[src/rtl/spi_rx_fifo_pkg.sv]
// rtl/spi_rx_fifo_pkg.sv - default parameters shared by the SPI/SD receive path
package spi_rx_fifo_pkg;
  localparam int DEF_DATA_W    = 8;
  localparam int DEF_DEPTH     = 8;
  localparam int DEF_SYNC_STG  = 2;
  localparam int DEF_AFULL_LVL = 6;
endpackage

[src/rtl/spi_rx_fifo_if.sv]
// rtl/spi_rx_fifo_if.sv - receive strobe/data and bus-side read/status bundle
interface spi_rx_fifo_if #(
  parameter int DATA_W = 8,
  parameter int DEPTH  = 8
);
  localparam int LVL_W = $clog2(DEPTH + 1);

  logic              rx_valid;
  logic [DATA_W-1:0] rx_data;
  logic              rd_req;
  logic              rd_valid;
  logic [DATA_W-1:0] rd_data;
  logic [LVL_W-1:0]  level;
  logic              empty;
  logic              full;
  logic              almost_full;
  logic              overflow;
  logic              underflow;

  modport master (
    output rx_valid, rx_data, rd_req,
    input  rd_valid, rd_data, level, empty, full, almost_full, overflow, underflow
  );

  modport slave (
    input  rx_valid, rx_data, rd_req,
    output rd_valid, rd_data, level, empty, full, almost_full, overflow, underflow
  );
endinterface

[src/rtl/sync_rise_detect.sv]
// rtl/sync_rise_detect.sv - async-input synchroniser with one-cycle rise pulse
module sync_rise_detect #(
  parameter int SYNC_STG = 2
) (
  input  logic clk_i,
  input  logic rst_i,
  input  logic async_i,
  output logic rise_o
);
  logic [SYNC_STG-1:0] sync_q, sync_d;
  logic                hist_q;

  always_comb begin
    sync_d = {sync_q[SYNC_STG-2:0], async_i};
  end

  always_ff @(posedge clk_i or posedge rst_i) begin
    if (rst_i) begin
      sync_q <= '0;
      hist_q <= 1'b0;
    end else begin
      sync_q <= sync_d;
      hist_q <= sync_q[SYNC_STG-1];
    end
  end

  assign rise_o = sync_q[SYNC_STG-1] & ~hist_q;
endmodule

[src/rtl/spi_rx_fifo.sv]
// rtl/spi_rx_fifo.sv - receive FIFO fed by a level-held strobe, popped by rd_req
module spi_rx_fifo
  import spi_rx_fifo_pkg::*;
#(
  parameter int DATA_W    = DEF_DATA_W,
  parameter int DEPTH     = DEF_DEPTH,
  parameter int SYNC_STG  = DEF_SYNC_STG,
  parameter int AFULL_LVL = DEF_AFULL_LVL
) (
  input  logic         clk_i,
  input  logic         rst_i,
  input  logic         clear_i,
  spi_rx_fifo_if.slave bus
);
  localparam int PTR_W = $clog2(DEPTH);
  localparam int LVL_W = $clog2(DEPTH + 1);

  logic [DATA_W-1:0] mem_q [DEPTH];
  logic [PTR_W-1:0]  wr_ptr_q, wr_ptr_d, rd_ptr_q, rd_ptr_d;
  logic [LVL_W-1:0]  level_q, level_d;
  logic              empty_q, empty_d, full_q, full_d, afull_q, afull_d;
  logic              ovf_q, ovf_d, udf_q, udf_d;
  logic              rd_valid_q, rd_valid_d;
  logic [DATA_W-1:0] rd_data_q, rd_data_d;
  logic              push, do_push, do_pop;

  sync_rise_detect #(.SYNC_STG(SYNC_STG)) u_sync (
    .clk_i  (clk_i),
    .rst_i  (rst_i),
    .async_i(bus.rx_valid),
    .rise_o (push)
  );

  // A pop in the same cycle frees the slot, so a push into a full FIFO survives.
  assign do_pop  = bus.rd_req && !empty_q;
  assign do_push = push && (!full_q || do_pop);

  always_comb begin
    wr_ptr_d   = wr_ptr_q;
    rd_ptr_d   = rd_ptr_q;
    level_d    = level_q;
    ovf_d      = ovf_q;
    udf_d      = udf_q;
    rd_valid_d = 1'b0;
    rd_data_d  = rd_data_q;
    if (clear_i) begin
      wr_ptr_d = '0;
      rd_ptr_d = '0;
      level_d  = '0;
      ovf_d    = 1'b0;
      udf_d    = 1'b0;
    end else begin
      wr_ptr_d   = wr_ptr_q + PTR_W'(do_push);
      rd_ptr_d   = rd_ptr_q + PTR_W'(do_pop);
      level_d    = level_q + LVL_W'(do_push) - LVL_W'(do_pop);
      rd_valid_d = do_pop;
      if (do_pop) rd_data_d = mem_q[rd_ptr_q];
      if (push && !do_push) ovf_d = 1'b1;
      if (bus.rd_req && empty_q) udf_d = 1'b1;
    end
    empty_d = (level_d == '0);
    full_d  = (level_d == LVL_W'(DEPTH));
    afull_d = (level_d >= LVL_W'(AFULL_LVL));
  end

  always_ff @(posedge clk_i or posedge rst_i) begin
    if (rst_i) begin
      wr_ptr_q   <= '0;
      rd_ptr_q   <= '0;
      level_q    <= '0;
      empty_q    <= 1'b1;
      full_q     <= 1'b0;
      afull_q    <= 1'b0;
      ovf_q      <= 1'b0;
      udf_q      <= 1'b0;
      rd_valid_q <= 1'b0;
      rd_data_q  <= '0;
    end else begin
      wr_ptr_q   <= wr_ptr_d;
      rd_ptr_q   <= rd_ptr_d;
      level_q    <= level_d;
      empty_q    <= empty_d;
      full_q     <= full_d;
      afull_q    <= afull_d;
      ovf_q      <= ovf_d;
      udf_q      <= udf_d;
      rd_valid_q <= rd_valid_d;
      rd_data_q  <= rd_data_d;
    end
  end

  always_ff @(posedge clk_i) begin
    if (do_push && !clear_i) mem_q[wr_ptr_q] <= bus.rx_data;
  end

  assign bus.rd_valid    = rd_valid_q;
  assign bus.rd_data     = rd_data_q;
  assign bus.level       = level_q;
  assign bus.empty       = empty_q;
  assign bus.full        = full_q;
  assign bus.almost_full = afull_q;
  assign bus.overflow    = ovf_q;
  assign bus.underflow   = udf_q;
endmodule
[src/flat_wrapper.sv]
// flat-port wrapper written by rule: the top's interface ports become plain ports
module spi_rx_fifo_flat import spi_rx_fifo_pkg::*;
#(
  parameter int DATA_W    = DEF_DATA_W,
  parameter int DEPTH     = DEF_DEPTH,
  parameter int SYNC_STG  = DEF_SYNC_STG,
  parameter int AFULL_LVL = DEF_AFULL_LVL
)
  (clk_i, rst_i, clear_i, bus_rx_valid, bus_rx_data, bus_rd_req, bus_rd_valid, bus_rd_data, bus_level, bus_empty, bus_full, bus_almost_full, bus_overflow, bus_underflow);
  spi_rx_fifo_if #(.DATA_W(DATA_W), .DEPTH(DEPTH)) bus_i ();
  input  logic clk_i;
  input  logic rst_i;
  input  logic clear_i;
  input wire logic [$bits(bus_i.rx_valid)-1:0] bus_rx_valid;
  input wire logic [$bits(bus_i.rx_data)-1:0] bus_rx_data;
  input wire logic [$bits(bus_i.rd_req)-1:0] bus_rd_req;
  output wire logic [$bits(bus_i.rd_valid)-1:0] bus_rd_valid;
  output wire logic [$bits(bus_i.rd_data)-1:0] bus_rd_data;
  output wire logic [$bits(bus_i.level)-1:0] bus_level;
  output wire logic [$bits(bus_i.empty)-1:0] bus_empty;
  output wire logic [$bits(bus_i.full)-1:0] bus_full;
  output wire logic [$bits(bus_i.almost_full)-1:0] bus_almost_full;
  output wire logic [$bits(bus_i.overflow)-1:0] bus_overflow;
  output wire logic [$bits(bus_i.underflow)-1:0] bus_underflow;
  assign bus_i.rx_valid = bus_rx_valid;
  assign bus_i.rx_data = bus_rx_data;
  assign bus_i.rd_req = bus_rd_req;
  assign bus_rd_valid = bus_i.rd_valid;
  assign bus_rd_data = bus_i.rd_data;
  assign bus_level = bus_i.level;
  assign bus_empty = bus_i.empty;
  assign bus_full = bus_i.full;
  assign bus_almost_full = bus_i.almost_full;
  assign bus_overflow = bus_i.overflow;
  assign bus_underflow = bus_i.underflow;
  spi_rx_fifo #(.DATA_W(DATA_W), .DEPTH(DEPTH), .SYNC_STG(SYNC_STG), .AFULL_LVL(AFULL_LVL)) u_core (.clk_i(clk_i), .rst_i(rst_i), .clear_i(clear_i), .bus(bus_i));
endmodule
[config.mk]
export PLATFORM = sky130hd
export DESIGN_NAME = spi_rx_fifo_flat
export DESIGN_NICKNAME = d
export VERILOG_FILES = /design/src/rtl/spi_rx_fifo_pkg.sv /design/src/rtl/spi_rx_fifo_if.sv /design/src/rtl/sync_rise_detect.sv /design/src/rtl/spi_rx_fifo.sv /design/src/flat_wrapper.sv
export SDC_FILE = /design/constraint.sdc
export NUM_CORES = 1
export LEC_CHECK = 0
export ABC_AREA = 1
export CAP_MARGIN = 20
export CORE_MARGIN = 4
export CORE_UTILIZATION = 40
export DETAILED_ROUTE_END_ITERATION = 7
export GPL_TIMING_DRIVEN = 0
export PLACE_DENSITY = 0.67
export RECOVER_POWER = 100
export SYNTH_ARGS = -nofsm -noshare
export SYNTH_HDL_FRONTEND = slang
export SYNTH_SLANG_ARGS = --single-unit
[constraint.sdc]
create_clock -name clk_i -period 4.64 [get_ports clk_i]
set_clock_uncertainty 0.2 [all_clocks]
set_input_delay 0.696 -clock clk_i [delete_from_list [all_inputs] [get_ports clk_i]]
set_output_delay 0.696 -clock clk_i [all_outputs]
set_load 0.02 [all_outputs]
==> results.sh <==
export IMPL_first_global_vias=2565
export IMPL_clock_root_buffer="sky130_fd_sc_hd__clkbuf_8"
export IMPL_io_pin_count=31
export IMPL_cp_arrival_ns=2.99
export IMPL_power_combinational_fraction_pct=29.4
export IMPL_tritoncts_num_sinks=91
export IMPL_finish_net_count=451
export IMPL_route_detailed_drc=0
export IMPL_post_synth_mux_area_share_pct=0
export IMPL_path_common_cell="sky130_fd_sc_hd__nand2_1"
export IMPL_timing_setup_critical_path_class="input port to flip-flop"
export IMPL_critPathMaxFanout=8
export IMPL_main_combinational_cell_family_by_area_after_synthesis="simple AND/OR/NAND/NOR gates"
export IMPL_grt_usage_pct=15.6
export IMPL_coreArea_um2=9680
export IMPL_hold_violations=0
export IMPL_timing_critical_path_cells="dlygate4sd3_1 -> nand2_1 -> nand2_1 -> nand4_1 -> nor3_1"
export IMPL_detailed_place_area_um2=4500
export IMPL_design_die_area_um2=11500
export IMPL_post_synth_num_cell_types=24
export IMPL_post_synthesis_sequential_area_ratio_pct=65.8
export IMPL_antenna_cells=0
export IMPL_drt_iter0_drc=190
export IMPL_switchingPower_mw=0.722
export IMPL_ys_warn_count=0
export IMPL_pwr_share_clk_pct=25.4
export IMPL_slew_violations=0
export IMPL_cts_buffer_depth=2
export IMPL_violations="max-capacitance violations"
export IMPL_outcome="complete, but fails checks"
export IMPL_numCtsBuffers=9
export IMPL_cts_tree="yes"
export IMPL_register_to_register_path_setup_slack_ns=1.91
export IMPL_layout_overhead_on_the_synthesized_area_pct=17.1
export IMPL_cellPowerDensity_nw_per_um2=473
export IMPL_synth_seq_cells=91
export IMPL_post_cts_resized=0
export IMPL_cts_max_level=3
export IMPL_crit_path_top_delay_cell="sky130_fd_sc_hd__nor3_1"
export IMPL_timing_critical_path_slowest_cell_delay_ns=1.20
export IMPL_fillerInstances=863
export IMPL_detail_route_antenna_nets=0
export IMPL_timing_critical_path_from="bus_rd_req"
export IMPL_slew_headroom_pct=1.45
export IMPL_irDropWorstVdd_uv=167
export IMPL_period_minus_slack_ns=3.22
export IMPL_worstSetupEndpoint="u_core.mem_q[3][7]"
export IMPL_timing_setup_tns_ns=0
export IMPL_placement_rows=36
export IMPL_worst_r2r_path_depth=5
export IMPL_power_switching_share_pct=33.0
export IMPL_post_drt_wl_per_cell_um=14.6
export IMPL_post_dp_hpwl_um=5880
export IMPL_netlist_instances=382
export IMPL_via_count=2573
export IMPL_mappedNetlistNets=403
export IMPL_worstPathRequired_ns=4.41
export IMPL_cellInternalPower_mw=1.47
export IMPL_largest_net_degree_at_the_start_of_global_routing=18
export IMPL_final_layout_size_suffix_gt1_share_pct=7.13
export IMPL_proportion_of_power_drawn_by_flip_flops_and_latches_pct=45.2
export IMPL_detail_route_first_pass_iterations=4
export IMPL_avgSynthCellArea_um2=10.3
export IMPL_worst_r2r_startpoint="u_core.bus.empty"
export IMPL_synth_adder_area_share_pct=2.72
export IMPL_fin_worst_hold_slack_ns=0.154
export IMPL_place_port_buffers=30
export IMPL_worst_setup_hold_path_clk_slew_ns=0.08
export IMPL_critPathCaptureType="flip-flop"
export IMPL_worst_hold_path_type="flip-flop to flip-flop"
export IMPL_initial_utilization_pct=40.8
export IMPL_power_static_leakage_nw=2.11
export IMPL_tightestPinTransition_ns=1.47
export IMPL_synth_area_um2=3950
export IMPL_synth_simple_area_share_pct=20.5
export IMPL_synth_xor_area_share_pct=0.222
export IMPL_routed_wl_um=8270
export IMPL_worst_r2r_endpoint="u_core.mem_q[3][7]"
export IMPL_post_cts_hold_buffer_count=0
export IMPL_wire_length_of_the_first_global_routing_pass_um=13200
export IMPL_post_cts_buffers=0
export IMPL_worst_setup_path_start_kind="input port"
export IMPL_place_gp_congestion=0.806
export IMPL_post_route_period_util_pct=69.4
export IMPL_design_area_um2=4630
export IMPL_die_width_um=107
export IMPL_timing_max_cap_violations=1
export IMPL_fin_total_pwr_mw=2.19
export IMPL_die_height_um=107
export IMPL_total_setup_violations_reported_at_the_end_of_the_flow=0
export IMPL_grt_setup_unrepaired="false"
export IMPL_clk_latency_ns=0.37
export IMPL_avgViaCountPerCell=4.53
export IMPL_achievable_frequency_ghz=0.311
export IMPL_grt_antenna_before_repair=0
export IMPL_synth_compound_gate_area_share_pct=0.760
export IMPL_grt_overflow_total=0
worst max-delay path: cells and delay by family:
kind | cells | cell delay, ns
and+or+nand+nor | 4 | 1.73
buffers and inverters | 1 | 0.55
layout by cell type, fill, tap and decap left out, types with 2 or more instances in the layout:
cell and count:
sky130_fd_sc_hd__a21oi_1 5, sky130_fd_sc_hd__inv_1 73, sky130_fd_sc_hd__buf_2 2, sky130_fd_sc_hd__ha_1 7, sky130_fd_sc_hd__inv_6 3, sky130_fd_sc_hd__clkbuf_8 10
sky130_fd_sc_hd__buf_4 3, sky130_fd_sc_hd__nand3_1 51, sky130_fd_sc_hd__dlygate4sd3_1 30, sky130_fd_sc_hd__buf_6 6, sky130_fd_sc_hd__edfxtp_1 64, sky130_fd_sc_hd__dfrtp_1 26
sky130_fd_sc_hd__nor3_1 9, sky130_fd_sc_hd__nand2_1 113, sky130_fd_sc_hd__nor2_1 12, sky130_fd_sc_hd__clkbuf_1 8, sky130_fd_sc_hd__nand4_1 2
how the worst min path moves through the flow:
| stage | startpoint | to | depth (start not counted) |
|---|---|---|---|
| floorplan | u_core.u_sync.sync_q[0] | u_core.u_sync.sync_q[1] | 0 |
| global placement | u_core.u_sync.sync_q[0] | u_core.u_sync.sync_q[1] | 0 |
| detailed placement | u_core.u_sync.sync_q[0] | u_core.u_sync.sync_q[1] | 0 |
| CTS | u_core.u_sync.sync_q[0] | u_core.u_sync.sync_q[1] | 0 |
| global route | u_core.u_sync.sync_q[0] | u_core.u_sync.sync_q[1] | 0 |
| finish | u_core.u_sync.sync_q[0] | u_core.u_sync.sync_q[1] | 0 |
per-stage QoR:
step           utilization (%)  worst slack, ns  cells
2_1_floorplan                -             2.24    382
3_3_place_gp              45.6             1.21    545
3_5_place_dp              46.5             1.52    552
4_1_cts                   48.6             1.92    568
5_1_grt                   47.8             1.23    568
6_report                  47.8             1.42    568
cells in the mapped netlist:
master,count,area (µm²)
sky130_fd_sc_hd__nand2_1,112,420
sky130_fd_sc_hd__inv_1,73,274
sky130_fd_sc_hd__edfxtp_1,64,1920
sky130_fd_sc_hd__nand3_1,51,255
sky130_fd_sc_hd__dfrtp_1,26,651
sky130_fd_sc_hd__nor2_1,11,41.3
sky130_fd_sc_hd__nor3_1,9,45.0
sky130_fd_sc_hd__buf_6,7,78.8
sky130_fd_sc_hd__ha_1,7,87.6
sky130_fd_sc_hd__a21oi_1,5,25.0
sky130_fd_sc_hd__buf_4,3,22.5
sky130_fd_sc_hd__buf_2,2,10.0
sky130_fd_sc_hd__and3_1,1,6.26
sky130_fd_sc_hd__dfstp_2,1,26.3
sky130_fd_sc_hd__fa_1,1,20.0
sky130_fd_sc_hd__inv_2,1,3.75
sky130_fd_sc_hd__inv_4,1,6.26
sky130_fd_sc_hd__nand2_2,1,6.26
sky130_fd_sc_hd__nand4_1,1,6.26
sky130_fd_sc_hd__nand4_2,1,12.5
sky130_fd_sc_hd__nor2_4,1,11.3
sky130_fd_sc_hd__o21ai_0,1,5.00
sky130_fd_sc_hd__or2_2,1,6.26
sky130_fd_sc_hd__xnor2_1,1,8.76
cell families (layout without fill, tap and decap cells):
family                   after synthesis  count (layout)
AO/OA/AOI/OAI                          6               6
AND/OR/NAND/NOR                      189             189
buffers and inverters                 87             140
adder cells (fa/ha/maj)                8               8
XOR/XNOR                               1               1
flip-flops                            91              91
layout make-up:
type | instances | area (µm²) | share of cell area (%)
Multi-Input combinational cell | 204 | 941 | 20.3
Clock buffer | 10 | 138 | 2.97
Clock inverter | 6 | 70.1 | 1.51
Inverter | 75 | 284 | 6.14
Tap cell | 133 | 166 | 3.60
Buffer | 12 | 104 | 2.24
Sequential cell | 91 | 2600 | 56.2
Timing Repair Buffer | 37 | 327 | 7.06
power groups by stage:
stage | Clock [mW] | Combinational, mW | Sequential (mW)
2_1_floorplan | 0 | 0.351 | 1.09
3_3_place_gp | 0 | 0.659 | 1.01
3_5_place_dp | 0 | 0.682 | 1.01
4_1_cts | 0.570 | 0.685 | 0.995
5_1_grt | 0.607 | 0.723 | 1.00
6_report | 0.555 | 0.645 | 0.991
state kept, by name, summed over array words and instances, names as in the netlist:
| signal | flops |
|---|---|
| u_core.bus.almost_full | 1 |
| u_core.bus.empty | 1 |
| u_core.bus.full | 1 |
| u_core.bus.level | 4 |
| u_core.bus.overflow | 1 |
| u_core.bus.rd_data | 8 |
| u_core.bus.rd_valid | 1 |
| u_core.bus.underflow | 1 |
| u_core.mem_q | 64 |
| u_core.rd_ptr_q | 3 |
| u_core.u_sync.hist_q | 1 |
| u_core.u_sync.sync_q | 2 |
| u_core.wr_ptr_q | 3 |
per-layer routing:
layer / track usage, % / wire length (µm)
met3: 2.04 / 350
met2: 27.2 / 4410
met5: 0 / 0
met4: 8.39 / 84
met1: 18.7 / 3430
Note: power is estimated with default switching activity, not from simulation.
